## config.mk

```make
export PLATFORM = sky130hd
export DESIGN_NAME = mult_div_seq
export DESIGN_NICKNAME = d
export VERILOG_FILES = /design/src/rtl/mult_div_seq.sv
export SDC_FILE = /design/constraint.sdc
export NUM_CORES = 1
export LEC_CHECK = 0
export CORE_MARGIN = 4
export CORE_UTILIZATION = 35
export CTS_CLUSTER_DIAMETER = 150
export DETAILED_ROUTE_END_ITERATION = 12
export PLACE_DENSITY = 0.56
export SLEW_MARGIN = 5
export SYNTH_ARGS = -nofsm -noshare
export SYNTH_HDL_FRONTEND = slang
export SYNTH_SLANG_ARGS = --single-unit
```

## constraint.sdc

```tcl
create_clock -name clk -period 3.6 [get_ports clk]
set_input_delay 0.54 -clock clk [delete_from_list [all_inputs] [get_ports clk]]
set_output_delay 0.54 -clock clk [all_outputs]
set_load 0.01 [all_outputs]
```

## src/rtl/mult_div_seq.sv

```systemverilog
// Iterative multiply/divide unit owning the HI/LO registers: 32-step shift-add
// multiply and restoring divide, plus the registered MFHI/MFLO read port.
module mult_div_seq #(
   parameter int XLEN = 32,
   parameter int ITER = 32
) (
   input  logic            clk,
   input  logic            reset,
   input  logic            start,
   input  logic [2:0]      op,
   input  logic [XLEN-1:0] in_1,
   input  logic [XLEN-1:0] in_2,
   input  logic            rd_en,
   input  logic            rd_sel,
   output logic [XLEN-1:0] rd_data,
   output logic            rd_valid,
   output logic            stall,
   output logic            busy,
   output logic            done,
   output logic [XLEN-1:0] hi,
   output logic [XLEN-1:0] lo
);

   localparam logic [2:0] OP_MTHI  = 3'd0;
   localparam logic [2:0] OP_MTLO  = 3'd1;
   localparam logic [2:0] OP_MULT  = 3'd2;
   localparam logic [2:0] OP_MULTU = 3'd3;
   localparam logic [2:0] OP_DIV   = 3'd4;
   localparam logic [2:0] OP_DIVU  = 3'd5;

   typedef enum logic [1:0] {S_IDLE, S_RUN, S_FIX} state_t;

   state_t              state_reg, state_next;
   logic [5:0]          cnt_reg;
   logic [2*XLEN-1:0]   acc_reg, acc_next;
   logic [XLEN-1:0]     opnd_reg;
   logic [XLEN-1:0]     raw_a_reg;
   logic                is_div_reg;
   logic                neg_res_reg;
   logic                neg_rem_reg;
   logic                div0_reg;
   logic [XLEN-1:0]     hi_reg, lo_reg;
   logic [XLEN-1:0]     rd_data_reg;
   logic                rd_valid_reg;

   // Request decode, only meaningful while idle
   logic            idle;
   logic            op_mul, op_div, op_signed;
   logic            launch, wr_hi, wr_lo;
   logic            sign_a, sign_b;
   logic [XLEN-1:0] mag_a, mag_b;

   assign idle      = (state_reg == S_IDLE);
   assign op_mul    = (op == OP_MULT) || (op == OP_MULTU);
   assign op_div    = (op == OP_DIV)  || (op == OP_DIVU);
   assign op_signed = (op == OP_MULT) || (op == OP_DIV);
   assign launch    = idle && start && (op_mul || op_div);
   assign wr_hi     = idle && start && (op == OP_MTHI);
   assign wr_lo     = idle && start && (op == OP_MTLO);

   assign sign_a = op_signed && in_1[XLEN-1];
   assign sign_b = op_signed && in_2[XLEN-1];
   assign mag_a  = sign_a ? (~in_1 + 1'b1) : in_1;
   assign mag_b  = sign_b ? (~in_2 + 1'b1) : in_2;

   // Multiply step: acc = {partial product, remaining multiplier bits}
   logic [XLEN:0]     mul_sum;
   logic [2*XLEN-1:0] mul_step;

   assign mul_sum  = {1'b0, acc_reg[2*XLEN-1:XLEN]}
                   + (acc_reg[0] ? {1'b0, opnd_reg} : {(XLEN+1){1'b0}});
   assign mul_step = {mul_sum, acc_reg[XLEN-1:1]};

   // Divide step: acc = {partial remainder, dividend bits shifting into quotient}
   logic [XLEN:0]     div_shift;
   logic              div_ge;
   logic [XLEN-1:0]   div_sub;
   logic [2*XLEN-1:0] div_step;

   assign div_shift = {acc_reg[2*XLEN-1:XLEN], acc_reg[XLEN-1]};
   assign div_ge    = (div_shift >= {1'b0, opnd_reg});
   // When div_ge holds the true difference is below the divisor, so XLEN bits suffice
   assign div_sub   = div_shift[XLEN-1:0] - opnd_reg;
   assign div_step  = {(div_ge ? div_sub : div_shift[XLEN-1:0]),
                       acc_reg[XLEN-2:0], div_ge};

   always_comb begin
      acc_next = acc_reg;
      case (state_reg)
         S_IDLE: begin
            if (launch) begin
               acc_next = op_div ? {{XLEN{1'b0}}, mag_a} : {{XLEN{1'b0}}, mag_b};
            end
         end
         S_RUN:   acc_next = is_div_reg ? div_step : mul_step;
         default: acc_next = acc_reg;
      endcase
   end

   // Sign correction and divide-by-zero result, committed during FIX
   logic [2*XLEN-1:0] prod_fix;
   logic [XLEN-1:0]   quot, rem;
   logic [XLEN-1:0]   fix_hi, fix_lo;

   assign prod_fix = neg_res_reg ? (~acc_reg + 1'b1) : acc_reg;
   assign quot     = acc_reg[XLEN-1:0];
   assign rem      = acc_reg[2*XLEN-1:XLEN];

   always_comb begin
      fix_hi = prod_fix[2*XLEN-1:XLEN];
      fix_lo = prod_fix[XLEN-1:0];
      if (is_div_reg) begin
         if (div0_reg) begin
            fix_hi = raw_a_reg;
            fix_lo = {XLEN{1'b1}};
         end else begin
            fix_hi = neg_rem_reg ? (~rem + 1'b1) : rem;
            fix_lo = neg_res_reg ? (~quot + 1'b1) : quot;
         end
      end
   end

   always_comb begin
      state_next = state_reg;
      busy       = 1'b0;
      done       = 1'b0;
      case (state_reg)
         S_IDLE: begin
            if (launch) state_next = S_RUN;
         end
         S_RUN: begin
            busy = 1'b1;
            if (cnt_reg == 6'(ITER-1)) state_next = S_FIX;
         end
         S_FIX: begin
            busy       = 1'b1;
            done       = 1'b1;
            state_next = S_IDLE;
         end
         default: state_next = S_IDLE;
      endcase
   end

   always_ff @(posedge clk) begin
      if (reset) begin
         state_reg    <= S_IDLE;
         cnt_reg      <= 6'd0;
         acc_reg      <= '0;
         opnd_reg     <= '0;
         raw_a_reg    <= '0;
         is_div_reg   <= 1'b0;
         neg_res_reg  <= 1'b0;
         neg_rem_reg  <= 1'b0;
         div0_reg     <= 1'b0;
         hi_reg       <= '0;
         lo_reg       <= '0;
         rd_data_reg  <= '0;
         rd_valid_reg <= 1'b0;
      end else begin
         state_reg <= state_next;
         acc_reg   <= acc_next;

         if (launch) begin
            cnt_reg     <= 6'd0;
            opnd_reg    <= op_div ? mag_b : mag_a;
            raw_a_reg   <= in_1;
            is_div_reg  <= op_div;
            neg_res_reg <= sign_a ^ sign_b;
            neg_rem_reg <= sign_a;
            div0_reg    <= op_div && (in_2 == '0);
         end else if (state_reg == S_RUN) begin
            cnt_reg <= cnt_reg + 6'd1;
         end

         if (state_reg == S_FIX) begin
            hi_reg <= fix_hi;
            lo_reg <= fix_lo;
         end else begin
            if (wr_hi) hi_reg <= in_1;
            if (wr_lo) lo_reg <= in_1;
         end

         // Reads return the pre-edge register value; a stalled read is simply retried
         rd_valid_reg <= rd_en && !busy;
         if (rd_en && !busy) begin
            rd_data_reg <= rd_sel ? hi_reg : lo_reg;
         end
      end
   end

   assign stall    = rd_en && busy;
   assign rd_data  = rd_data_reg;
   assign rd_valid = rd_valid_reg;
   assign hi       = hi_reg;
   assign lo       = lo_reg;

endmodule

```

==> flow_summary.ini, run 1 <==
[outcome]
status = complete, no violations

[placement]
place_inst = 3290
routabilityCongestion = 0.952
preCtsSetupSlack_ns = -0.00820
placed_area_um2 = 21800
post-dp-hpwl_um = 61000
portBuffers = 171

[synth]
synth_edf_count = 0
syn_avg_cell_area_um2 = 7.50
syn-num-nets = 2598
synth_cell_types = 74
ys_async_sr_fraction_pct = 0
synth_flop_cell = dfxtp_1
synth.most_common_cell = nand2_1
yosys.area.top_type = dfxtp_1
syn-instance-count = 2450
synth_area_leaders = dfxtp_1 (26%), a211oi_1 (6.9%), mux2i_1 (6.2%)
yosys_warnings = 0
ys_ff_latch = 237
synth_top_area_share_pct = 25.8
synthTopCellsByCount = nand2_1 (257), nor2_1 (244), dfxtp_1 (237), a21oi_1 (177), clkbuf_1 (176)
yosysSeqAreaShare_pct = 25.8
syn_area_um2 = 18400

[critical_path]
reg2regPathDepth = 13
slowest_delay_ns = 0.47
cp_slowest_cell = a21oi_1
worst-endpoint-required_ns = 4.10
path_depth = 13
cp-end-kind = flop
cp_num_buf_inv = 2
r2r_start = acc_reg[31]
crit_arrival_ns = 3.97
timing.critical_path.max_delay_family = compound AO/OA/AOI/OAI gates
startpoint_type = flop
worstPathMaxFanout = 3
critical_path_class = flop to flop
reg2reg_to = acc_reg[60]
path_cells = inv_1 > ha_1 > inv_1 > fa_1 > a21oi_1 > o31ai_1 > o21ai_0 > nand3_1 > a21oi_1 > nor4b_1 > o31a_1 > nor2_1 > o21ai_0
reg2reg_slack_ns = 0.13

[die]
coreArea_um2 = 51600
die-area_um2 = 56200
die_w_um = 237
io_pins = 172
die_h_um = 237
rows = 83
start_util_pct = 35.6

[final_layout]
multi_input_area_um2 = 12600
fillCellCount = 5251
seq_area_um2 = 4750
area_delta_synth_final_pct = 23.5
fin_util_pct = 44.0
fin_area_um2 = 22700
final_nets = 2790
drive_gt1_share_pct = 11.0
largest_register_ff_count = 64
final_cells = 3342
antenna_cells = 0

[global_route]
grt_pass1_wl_um = 116000
grt_pass1_vias = 18300
antenna_found_initial = 0
grt_overflow_total = 0
grtUsageTotal_pct = 26.3
grt_max_degree = 89

[routing]
post_drt_via_cell_ratio = 5.85
vias = 19600
ant_nets = 0
drt_iter0_drc = 1954
post_drt_wl_per_cell_um = 23.3
routed_wl_um = 78000
drtPass1Iterations = 6
drc = 0

[pwr]
intPower_uw = 5790
p_sw_share_pct = 37.1
seqPwrFrac_pct = 33.2
pwr-share-comb_pct = 35.2
leakage_uw = 0.00878
power.switching_uw = 3420
vdd_drop_max_uv = 351
clkPwrFrac_pct = 31.6
power_density_nw_per_um2 = 406

[clocking]
clk_latency_ns = 0.59
clockBufferDepth = 3
cts-buffers-inserted = 30
cts-root-buf = clkbuf_16
cts_num_sinks = 237
htreeDepth = 1
clk_pin_slew_ns = 0.06
tritoncts = done

[sta]
fin_skew_ns = 0.0263
hold_viol = 0
worst_pin_slew_ns = 1.00
relSlewSlack_pct = 33.2
fin_ws_ns = 0.127
finalCritPeriodShare_pct = 96.5
tns_ns = 0
timing.fmax_ghz = 0.288
period_minus_slack_ns = 3.47
slew_viol_final = 0
rsz0062_at_grt = yes
setup_viol = 0

[worst_hold_path]
hp-start = reset
hold_depth = 2
min_to = opnd_reg[17]
min_path_type = input pin to flop

[run]
max_cap_violations = 0
==> area by class of cell <==
| type | count | area share (%) |
|---|---|---|
| clock buffer | 42 | 3.64 |
| clock inverter | 10 | 0.392 |
| inverter | 80 | 1.32 |
| multi-input combinational | 1930 | 55.5 |
| sequential | 237 | 20.9 |
| tap | 680 | 3.75 |
| timing repair buffer | 363 | 14.5 |
==> per-stage QoR <==
| step | power [uW] | hold slack (ns) |
|---|---|---|
| global placement | 6280 | 0.443 |
| floorplan | 4950 | 0.432 |
| global route | 9620 | 0.448 |
| CTS | 9190 | 0.415 |
| finish | 9210 | 0.431 |
| detailed placement | 6290 | 0.443 |
==> cell usage in the layout (no fill, tap or decap), drive strengths merged, types with 34 or more instances in the layout <==
cell	synthesis	routed
nand2	257	257
nor2	244	244
dfxtp	237	237
buf	26	194
a21oi	177	177
a211oi	169	169
clkdlybuf4s50	0	169
o21ai	148	148
mux2i	114	114
xnor2	109	109
xor2	92	92
inv	80	80
ha	74	74
nor3	58	58
clkbuf	177	42
o31ai	34	34
==> cell families (layout without fill, tap and decap cells) <==
group                      count (synthesis)  in the layout  share of synthesized area [%]
and+or+nand+nor                          788            788                           19.9
AOI/OAI and AO/OA                        728            728                           26.0
buffers and inverters                    283            495                           5.86
DFF                                      237            237                           25.8
xor gates and xnor gates                 201            201                           9.58
muxes                                    137            137                           7.62
adders and majority gates                 76             76                           5.26
==> timing repair <==
action | CTS | global route
resized for setup | 0 | 0
buffers inserted | 0 | 0
hold buffers | 0 | 0
setup endpoints to repair | 0 | 1
==> metal layers <==
layer  up-vias  global-route usage (%)  part of all wire (%)
li1       9222                       -                     -
met4         0                    8.58                   3.8
met5         -                       0                     0
met3       147                    3.92                   7.2
met1      9394                    37.4                    45
met2       788                    40.8                    44
==> worst max-delay path by stage <==
stage	start	end	slack, ns
after global routing	acc_reg[31]	acc_reg[60]	-0.03
after CTS	acc_reg[32]	acc_reg[0]	0.23
final	acc_reg[31]	acc_reg[60]	0.13
after detailed placement	in_2[13]	acc_reg[29]	-0.008
after global placement	in_2[13]	acc_reg[29]	-0.03
after floorplan	in_2[13]	acc_reg[29]	0.50
==> power by group through the flow <==
| stage | Clock [uW] | Combinational (uW) | Sequential [uW] |
|---|---|---|---|
| 2_1_floorplan | 0 | 1870 | 3080 |
| 3_3_place_gp | 0 | 3170 | 3110 |
| 3_5_place_dp | 0 | 3180 | 3110 |
| 4_1_cts | 2940 | 3190 | 3060 |
| 5_1_grt | 3040 | 3500 | 3090 |
| 6_report | 2910 | 3250 | 3060 |
(Power assumes the default switching activity.)
==> run 2: changes to the inputs <==
==> constraint.sdc (replaced) <==
create_clock -name clk -period 3.8 [get_ports clk]
set_input_delay 0.57 -clock clk [delete_from_list [all_inputs] [get_ports clk]]
set_output_delay 0.57 -clock clk [all_outputs]
set_load 0.01 [all_outputs]
==> run 2 against run 1 <==
Sequential share of layout area increased by 0.39 points. Utilization fell by 0.80 points. Largest power group unchanged. Combinational power down 7.4%. Flip-flop and latch count stayed put. Total power decreased by 5.4%. Fmax is 2.0% lower. Largest cell class unchanged. First-iteration DRC count is 18% higher. Setup slack improved by 0.13 ns. Worst hold slack improved by 0.0058 ns. Global-route usage up 0.40 points. Non-clock buffer count fell by 47. Sequential power shrank 5%.
==> flow_summary.ini, run 2 (same netlist as run 1, synthesis figures left out) <==
[outcome]
status = complete, no violations

[sta]
rsz0062_at_grt = no
setup_viol = 0
hold_viol = 0
fin_skew_ns = 0.0181
finalCritPeriodShare_pct = 93.3
holdWs_ns = 0.436
worst_pin_slew_ns = 1.00
tns_ns = 0
slew_viol_final = 0
timing.fmax_ghz = 0.282
period_minus_slack_ns = 3.54
relSlewSlack_pct = 33.0

[die]
coreArea_um2 = 51600
io_pins = 172
die_w_um = 237
rows = 83
start_util_pct = 35.6
die-area_um2 = 56200
die_h_um = 237

[pwr]
seqPwrFrac_pct = 33.4
clkPwrFrac_pct = 32.0
intPower_uw = 5490
p_sw_share_pct = 37.1
power.switching_uw = 3230
finalPower_uw = 8720
vdd_drop_max_uv = 286
pwr-share-comb_pct = 34.5
power_density_nw_per_um2 = 391
leakage_uw = 0.00852

[clocking]
cts-buffers-inserted = 29
htreeDepth = 1
tritoncts = done
cts-root-buf = clkbuf_16
clk_latency_ns = 0.58
clk_pin_slew_ns = 0.06
cts_num_sinks = 237
clockBufferDepth = 3
cts_setup_buffers = 0
postCtsResizedCells = 0
ctsHoldBuffers = 0

[critical_path]
path_cells = or3_4 > or3_4 > or4_1 > or3_1 > o31ai_4 > a21boi_2 > xnor2_1 > o22ai_1 > nor3_1
startpoint_type = flop
timing.critical_path.max_delay_family = simple AND/OR/NAND/NOR gates
path_depth = 9
worst-endpoint-required_ns = 4.24
cp-end-kind = flop
reg2regPathDepth = 9
cp_common_cell = or3_4
slowest_delay_ns = 0.61
critical_path_class = flop to flop
cp_slowest_cell = or3_1
worstPathMaxFanout = 7
cp_num_buf_inv = 0
crit_arrival_ns = 3.99

[placement]
place_inst = 3243
portBuffers = 171
routabilityCongestion = 0.959
post-dp-hpwl_um = 61500

[routing]
post_drt_via_cell_ratio = 5.95
drtPass1Iterations = 7
drt_iter0_drc = 2313
post_drt_wl_per_cell_um = 24.1
routed_wl_um = 79400
ant_nets = 0
vias = 19600
drc = 0

[worst_hold_path]
min_path_type = input pin to flop
hold_depth = 2

[final_layout]
drive_gt1_share_pct = 9.26
largest_register_ff_count = 64
final_cells = 3293
fillCellCount = 5250
final_common_cell = nand2_1
multi_input_area_um2 = 12600
final_nets = 2742
seq_area_um2 = 4750
antenna_cells = 0
fin_util_pct = 43.2
layout_common_cells = nand2_1 (257), nor2_1 (242), dfxtp_1 (234)
area_delta_synth_final_pct = 21.2

[global_route]
grtUsageTotal_pct = 26.7
grt_max_degree = 81
antenna_found_initial = 0
grt_pass1_vias = 18100
grt_overflow_total = 0
grt_pass1_wl_um = 117000

[run]
max_cap_violations = 0
## run 2: cell count changes in the layout (fill, tap and decap cells not counted)
cell and change:
clkbuf_1 +2, clkinv_8 -1, clkinv_2 -6, buf_12 -5, clkbuf_8 +2, clkbuf_16 -1, inv_6 +1, bufinv_16 +1
buf_4 -42
## run 2: power groups by stage
stage,sequential [uW],clock (uW),combinational [uW]
5_1_grt,2940,2890,3230
4_1_cts,2910,2820,2960
3_3_place_gp,2960,0,2940
6_report,2910,2790,3010
2_1_floorplan,2920,0,1770
3_5_place_dp,2960,0,2940
## run 2: path summary, 6_finish.rpt
check | start | slack (ns) | to
worst max-delay path | acc_reg[23] | 0.26 | hi[24]
worst max register to register | acc_reg[23] | 0.26 | hi[24]
worst min register to register | opnd_reg[5] | 0.45 | opnd_reg[5]
worst min-delay path | reset | 0.44 | opnd_reg[16]
## run 2: area by class of cell
| class | count | share of cell area [%] |
|---|---|---|
| clock inverters | 5 | 0.365 |
| inverters | 80 | 1.35 |
| repair buffers | 316 | 12.9 |
| multi-input cells | 1930 | 56.5 |
| clock buffers | 45 | 3.75 |
| well taps | 680 | 3.82 |
| flip-flops and latches | 237 | 21.3 |
## run 2: metal layers
metal	share of wire [%]	global-route usage, %	up-vias
met1	44	37.9	9376
li1	-	-	9114
met4	4.5	10.2	0
met2	42	40.1	970
met3	9.2	4.89	147
met5	0	0	-
## run 2: worst reg2reg max path, stage by stage, from the launching register on
cell,delay (ns)
dfxtp_1,0.40
or3_4,0.44
or3_4,0.36
or4_1,0.44
or3_1,0.61
o31ai_4,0.38
a21boi_2,0.22
xnor2_1,0.08
o22ai_1,0.39
nor3_1,0.08
## run 2: through the flow
| step | instance area [um^2] | worst slack [ns] |
|---|---|---|
| floorplan | 18400 | 0.667 |
| global placement | 21400 | 0.134 |
| detailed placement | 21400 | 0.0600 |
| CTS | 22300 | 0.278 |
| global route | 22300 | 0.0817 |
| finish | 22300 | 0.256 |
